[config.mk]
export PLATFORM = sky130hd
export DESIGN_NAME = masked_compare
export DESIGN_NICKNAME = d
export VERILOG_FILES = /design/src/rtl/eq_check_pkg.sv /design/src/rtl/eq_stream_checker_masked_compare.sv
export SDC_FILE = /design/constraint.sdc
export NUM_CORES = 1
export LEC_CHECK = 0
export CORE_AREA = 4 4 41 43
export DETAILED_ROUTE_END_ITERATION = 6
export DIE_AREA = 0 0 45 47
export SLEW_MARGIN = 5
export SYNTH_ARGS = -nofsm -noshare
export SYNTH_HDL_FRONTEND = slang
export SYNTH_SLANG_ARGS = --single-unit
[constraint.sdc]
create_clock -name vclk -period 2.6
set_input_delay 0.52 -clock vclk [all_inputs]
set_output_delay 0.52 -clock vclk [all_outputs]
set_load 0.1 [all_outputs]
[src/rtl/eq_check_pkg.sv]
// Shared encodings for the masked streaming comparator: compare modes and lock FSM states.
package eq_check_pkg;

    localparam logic [1:0] MODE_EQ  = 2'b00;
    localparam logic [1:0] MODE_NEQ = 2'b01;
    localparam logic [1:0] MODE_LT  = 2'b10;
    localparam logic [1:0] MODE_GT  = 2'b11;

    localparam logic [1:0] ST_IDLE   = 2'b00;
    localparam logic [1:0] ST_HUNT   = 2'b01;
    localparam logic [1:0] ST_LOCKED = 2'b10;

endpackage

[src/rtl/eq_stream_checker_masked_compare.sv]
// Masked operand compare: eq / neq / unsigned lt / unsigned gt on (a & mask) vs (b & mask).
// Latency: combinational. Backpressure: none, pure function of its inputs.
// Masked-off bits read as zero on both sides, so an all-zero mask compares equal.
module masked_compare
    import eq_check_pkg::*;
#(
    parameter int WIDTH = 8
) (
    input  logic [WIDTH-1:0] a,
    input  logic [WIDTH-1:0] b,
    input  logic [WIDTH-1:0] mask,
    input  logic [1:0]       mode,
    output logic             outcome
);

    logic [WIDTH-1:0] am;
    logic [WIDTH-1:0] bm;

    assign am = a & mask;
    assign bm = b & mask;

    always_comb begin
        outcome = 1'b0;
        case (mode)
            MODE_EQ:  outcome = (am == bm);
            MODE_NEQ: outcome = (am != bm);
            MODE_LT:  outcome = (am < bm);
            MODE_GT:  outcome = (am > bm);
            default:  outcome = 1'b0;
        endcase
    end

endmodule

==> results.toml, run 1 <==
[run_status]
status = "finished with violations"
failed_checks = "negative setup slack"

[timing]
rsz0062_at_grt = "yes"
fin_ws_ns = -0.0310
fmax_ghz = 0.380
finalHoldViolCount = 0
min_period_ns = 2.63
tightestPinTransition_ns = 0.261
slew_violations = 0
setup_tns_ns = -0.0310
min_period_over_period = 1.01
slew_headroom = 0.825
setup_violations = 1

[global_routing]
grt.total_usage = 0.0771
gr-total-overflow = 0
grt_max_degree = 4
grt_pass1_vias = 340
grt_pass1_wl_um = 1290
antenna_found_initial = 0

[setup_path]
cp.arrival_ns = 2.11
crit_path_max_fanout = 3
cp-end-kind = "primary output"
criticalPathCategory = "primary input to primary output"
required_ns = 2.08
start_kind = "primary input"

[cts]
post_cts_buffers = 0
holdBufCountCts = 0

[placed_design]
place_hpwl_um = 693
io_buffer_count = 27
gp_congestion = 0.621

[route]
routed_wl_um = 886
drc = 0
first_pass_iters = 2
drtAntennaViolNets = 0
drt_iter0_markers = 3
vias_per_cell = 4.46
wl_per_cell_um = 10.5
vias = 375

[power_and_ir_drop]
power_mw = 0.130
p_sw_frac = 0.440
seq_power_share = 0
power.density_nw_per_um2 = 188
p_int_mw = 0.0730
leakagePower_nw = 0.301
p_comb_frac = 1.000
power_switching_mw = 0.0572
clockPowerShare = 0
vdd_ir_drop_max_uv = 64.1

[finish]
flops_and_latches = 0
mostFrequentLayoutCells = "13 x dlygate4sd2_1, 5 x nand2_1, 5 x and2_4, 5 x ha_4"
syn_to_final_growth_pct = 150
utilization = 0.533
nNetsFinal = 105
final_common_cell = "dlygate4sd2_1"
clkbuf_count = 0
num_antenna_cells = 0
regArea_um2 = 0
drive_gt1_frac = 0.478

[logic_synthesis]
synth.top_cell.area_share = 0.360
synthTopCellsByArea = "ha_1 36%, and2_1 18%, nand2_1 12%, a21oi_1 5.4%, nand4_1 4.5%"
yosys_warnings = 0
syn_avg_cell_area_um2 = 7.12
ys_seq_area_frac = 0
synth_area_leader_cell = "ha_1"
synth_cells = 39
synth_area_um2 = 278
synth_fp_nets = 73
ys_types = 14

[worst_hold_path]
hold_class = "primary input to primary output"

[die]
start_util = 0.213
die_area_um2 = 2120
boundaryPins = 27
die-width_um = 45
die_y_um = 47
fp.coreArea_um2 = 1300
rows = 13

[job]
drv_cap = 0
[power groups by stage]
| stage | registers (mW) | clock network, mW | logic [mW] |
|---|---|---|---|
| floorplan | 0 | 0 | 0.0536 |
| global placement | 0 | 0 | 0.114 |
| detailed placement | 0 | 0 | 0.114 |
| CTS | 0 | 0 | 0.124 |
| global route | 0 | 0 | 0.141 |
| finish | 0 | 0 | 0.130 |
[worst paths after layout]
| check | startpoint | endpoint | depth (start not counted) |
|---|---|---|---|
| worst max-delay path | a[6] | outcome | 9 |
| worst min-delay path | mask[7] | outcome | 7 |
[layout make-up]
class	instances	area [um2]
multi-input cells	39	415
repair buffers	30	259
well taps	15	18.8
fillers	138	608
[per-stage QoR]
step	cell area, um2	hold slack, ns	setup slack [ns]	cells
global placement	617	1.81	-0.461	84
detailed placement	617	1.81	-0.482	84
CTS	686	1.83	-0.110	84
global route	693	1.86	-0.103	84
finish	693	1.82	-0.0310	84
floorplan	295	1.32	0.00475	39
[what timing repair did]
action / CTS / global route
setup endpoints to repair: 1 / 1
gates resized for setup: 58 / 10
pin swaps: 35 / 13
[cell usage after synthesis (all sizes together)]
| cell | number |
|---|---|
| or4b | 1 |
| ha | 8 |
| or2 | 1 |
| nand3 | 1 |
| and2 | 8 |
| nand4 | 2 |
| nor2b | 1 |
| a21oi | 3 |
| nand2 | 9 |
| nor4b | 1 |
| a21boi | 1 |
| o21ai | 1 |
| o32a | 1 |
| o211ai | 1 |
[routing by layer]
metal / global-route usage / up-vias / wire length [um] / share of wire
met5: 0 / - / 0 / 0
met4: 0 / 0 / 0 / 0
met3: 0 / 0 / 79 / 0.089
met2: 0.169 / 15 / 493 / 0.56
met1: 0.0854 / 155 / 313 / 0.35
li1: - / 205 / - / -
[logic make-up after synthesis]
family / synth area share
AO/OA/AOI/OAI: 0.162
AND/OR/NAND/NOR: 0.477
adder cells (fa/ha/maj): 0.360
[worst max-delay path: stages]
cell	delay, ns
buf_6	0.09
and2_4	0.15
ha_4	0.23
a21oi_4	0.12
a21boi_2	0.07
or4b_1	0.46
o32a_1	0.20
o21ai_4	0.08
buf_12	0.19
Power figures use the tool's default switching activity.
==> run 2: changes to the inputs <==
--- a/config.mk
+++ b/config.mk
@@ -13,2 +13,3 @@
 export SYNTH_HDL_FRONTEND = slang
 export SYNTH_SLANG_ARGS = --single-unit
+export TNS_END_PERCENT = 100
==> constraint.sdc (replaced) <==
create_clock -name vclk -period 2.6
set_input_delay 0.26 -clock vclk [all_inputs]
set_output_delay 0.26 -clock vclk [all_outputs]
set_load 0.1 [all_outputs]
==> results.toml, run 2 (synthesized netlist as in run 1, its figures left out) <==
[run_status]
status = "completed"

[global_routing]
gr-usage-met1 = 0.0742
grt_max_degree = 4
grt_pass1_wl_um = 1100
met2_usage = 0.136
grt.busiest_layer = "met2"
antenna_found_initial = 0
grt.total_usage = 0.0637
grtUsageMet3 = 0
grt_pass1_vias = 339
gr-total-overflow = 0

[cts]
holdBufCountCts = 0

[setup_path]
crit_path_max_fanout = 3
critical_path.cell_chain = "clkdlybuf4s50_1 -> and2_1 -> ha_4 -> a21oi_2 -> a21boi_1 -> or4b_1 -> o32a_1 -> o21ai_2 -> buf_12"
crit_path_end = "outcome"
worst-path-buf-inv = 2
start_kind = "primary input"
cp-end-kind = "primary output"
cp_num_cells = 9
criticalPathCategory = "primary input to primary output"
crit_start = "mask[6]"
critPathTopFamily = "buffers and inverters"
required_ns = 2.34
cp.arrival_ns = 2.26
crit_slowest_cell = "clkdlybuf4s50_1"
critPathMaxStageDelay_ns = 0.47

[worst_hold_path]
hold_class = "primary input to primary output"

[timing]
tightestPinTransition_ns = 0.366
setup_violations = 0
min_period_over_period = 0.969
slew_violations = 0
fin_ws_ns = 0.0811
fmax_ghz = 0.397
slew_headroom = 0.753
hold_ws_ns = 1.27
min_period_ns = 2.52
finalHoldViolCount = 0

[finish]
nNetsFinal = 102
utilization = 0.459
syn_to_final_growth_pct = 115
drive_gt1_frac = 0.0758
mostFrequentLayoutCells = "26 x clkdlybuf4s50_1, 9 x nand2_1, 8 x and2_1"
final_common_cell = "clkdlybuf4s50_1"
regArea_um2 = 0
multi_input_area_um2 = 298
n_fill_cell = 145
fin_cells = 81
flops_and_latches = 0
num_antenna_cells = 0
clkbuf_count = 0

[placed_design]
gp_congestion = 0.525
io_buffer_count = 27
dp_cells = 81
place_hpwl_um = 721
pre_cts_ws_ns = 0.000494

[die]
rows = 13
die_area_um2 = 2120
die_y_um = 47
die-width_um = 45
fp.coreArea_um2 = 1300
start_util = 0.213
boundaryPins = 27

[route]
drtAntennaViolNets = 0
drt_iter0_markers = 1
routed_wl_um = 736
wl_per_cell_um = 9.09
vias = 370
vias_per_cell = 4.57
first_pass_iters = 2
drc = 0

[power_and_ir_drop]
vdd_ir_drop_max_uv = 85.4
power.density_nw_per_um2 = 181
leakagePower_nw = 0.237
power_mw = 0.108

[job]
drv_cap = 0
==> run 2: stage by stage <==
stage / TNS [ns] / instance area [um2]
floorplan: 0 / 282
global placement: 0 / 581
detailed placement: 0 / 581
CTS: 0 / 581
global route: -0.00606 / 597
finish: 0 / 597
==> run 2: worst min-delay path by stage <==
stage	endpoint	cells after the start	start
3_5_place_dp	outcome	4	mode[0]
3_3_place_gp	outcome	4	mode[0]
5_1_grt	outcome	4	mode[0]
4_1_cts	outcome	4	mode[0]
2_1_floorplan	outcome	2	mode[0]
6_report	outcome	4	mode[0]
==> run 2: per-layer routing <==
metal,vias up,wire length (um)
li1,199,-
met1,160,283
met2,11,386
met3,0,66
met4,0,0
met5,-,0
==> run 2: area by class of cell <==
type / instances / area share
timing repair buffer: 27 / 0.470
tap: 15 / 0.0314
multi-input combinational: 39 / 0.499
==> run 2: timing repair <==
| action | in CTS | in global routing |
|---|---|---|
| resized for setup | 0 | 2 |
| hold endpoints to repair | 0 | 0 |
| buffers inserted | 0 | 0 |
| pin swaps | 1 | 0 |
| endpoints found under the setup margin | 1 | 1 |
==> run 2: where the power goes <==
group | total, mW | switching, mW | internal, mW
Clock | 0 | 0 | 0
Sequential | 0 | 0 | 0
Combinational | 0.108 | 0.0436 | 0.0642
Total | 0.108 | 0.0436 | 0.0642
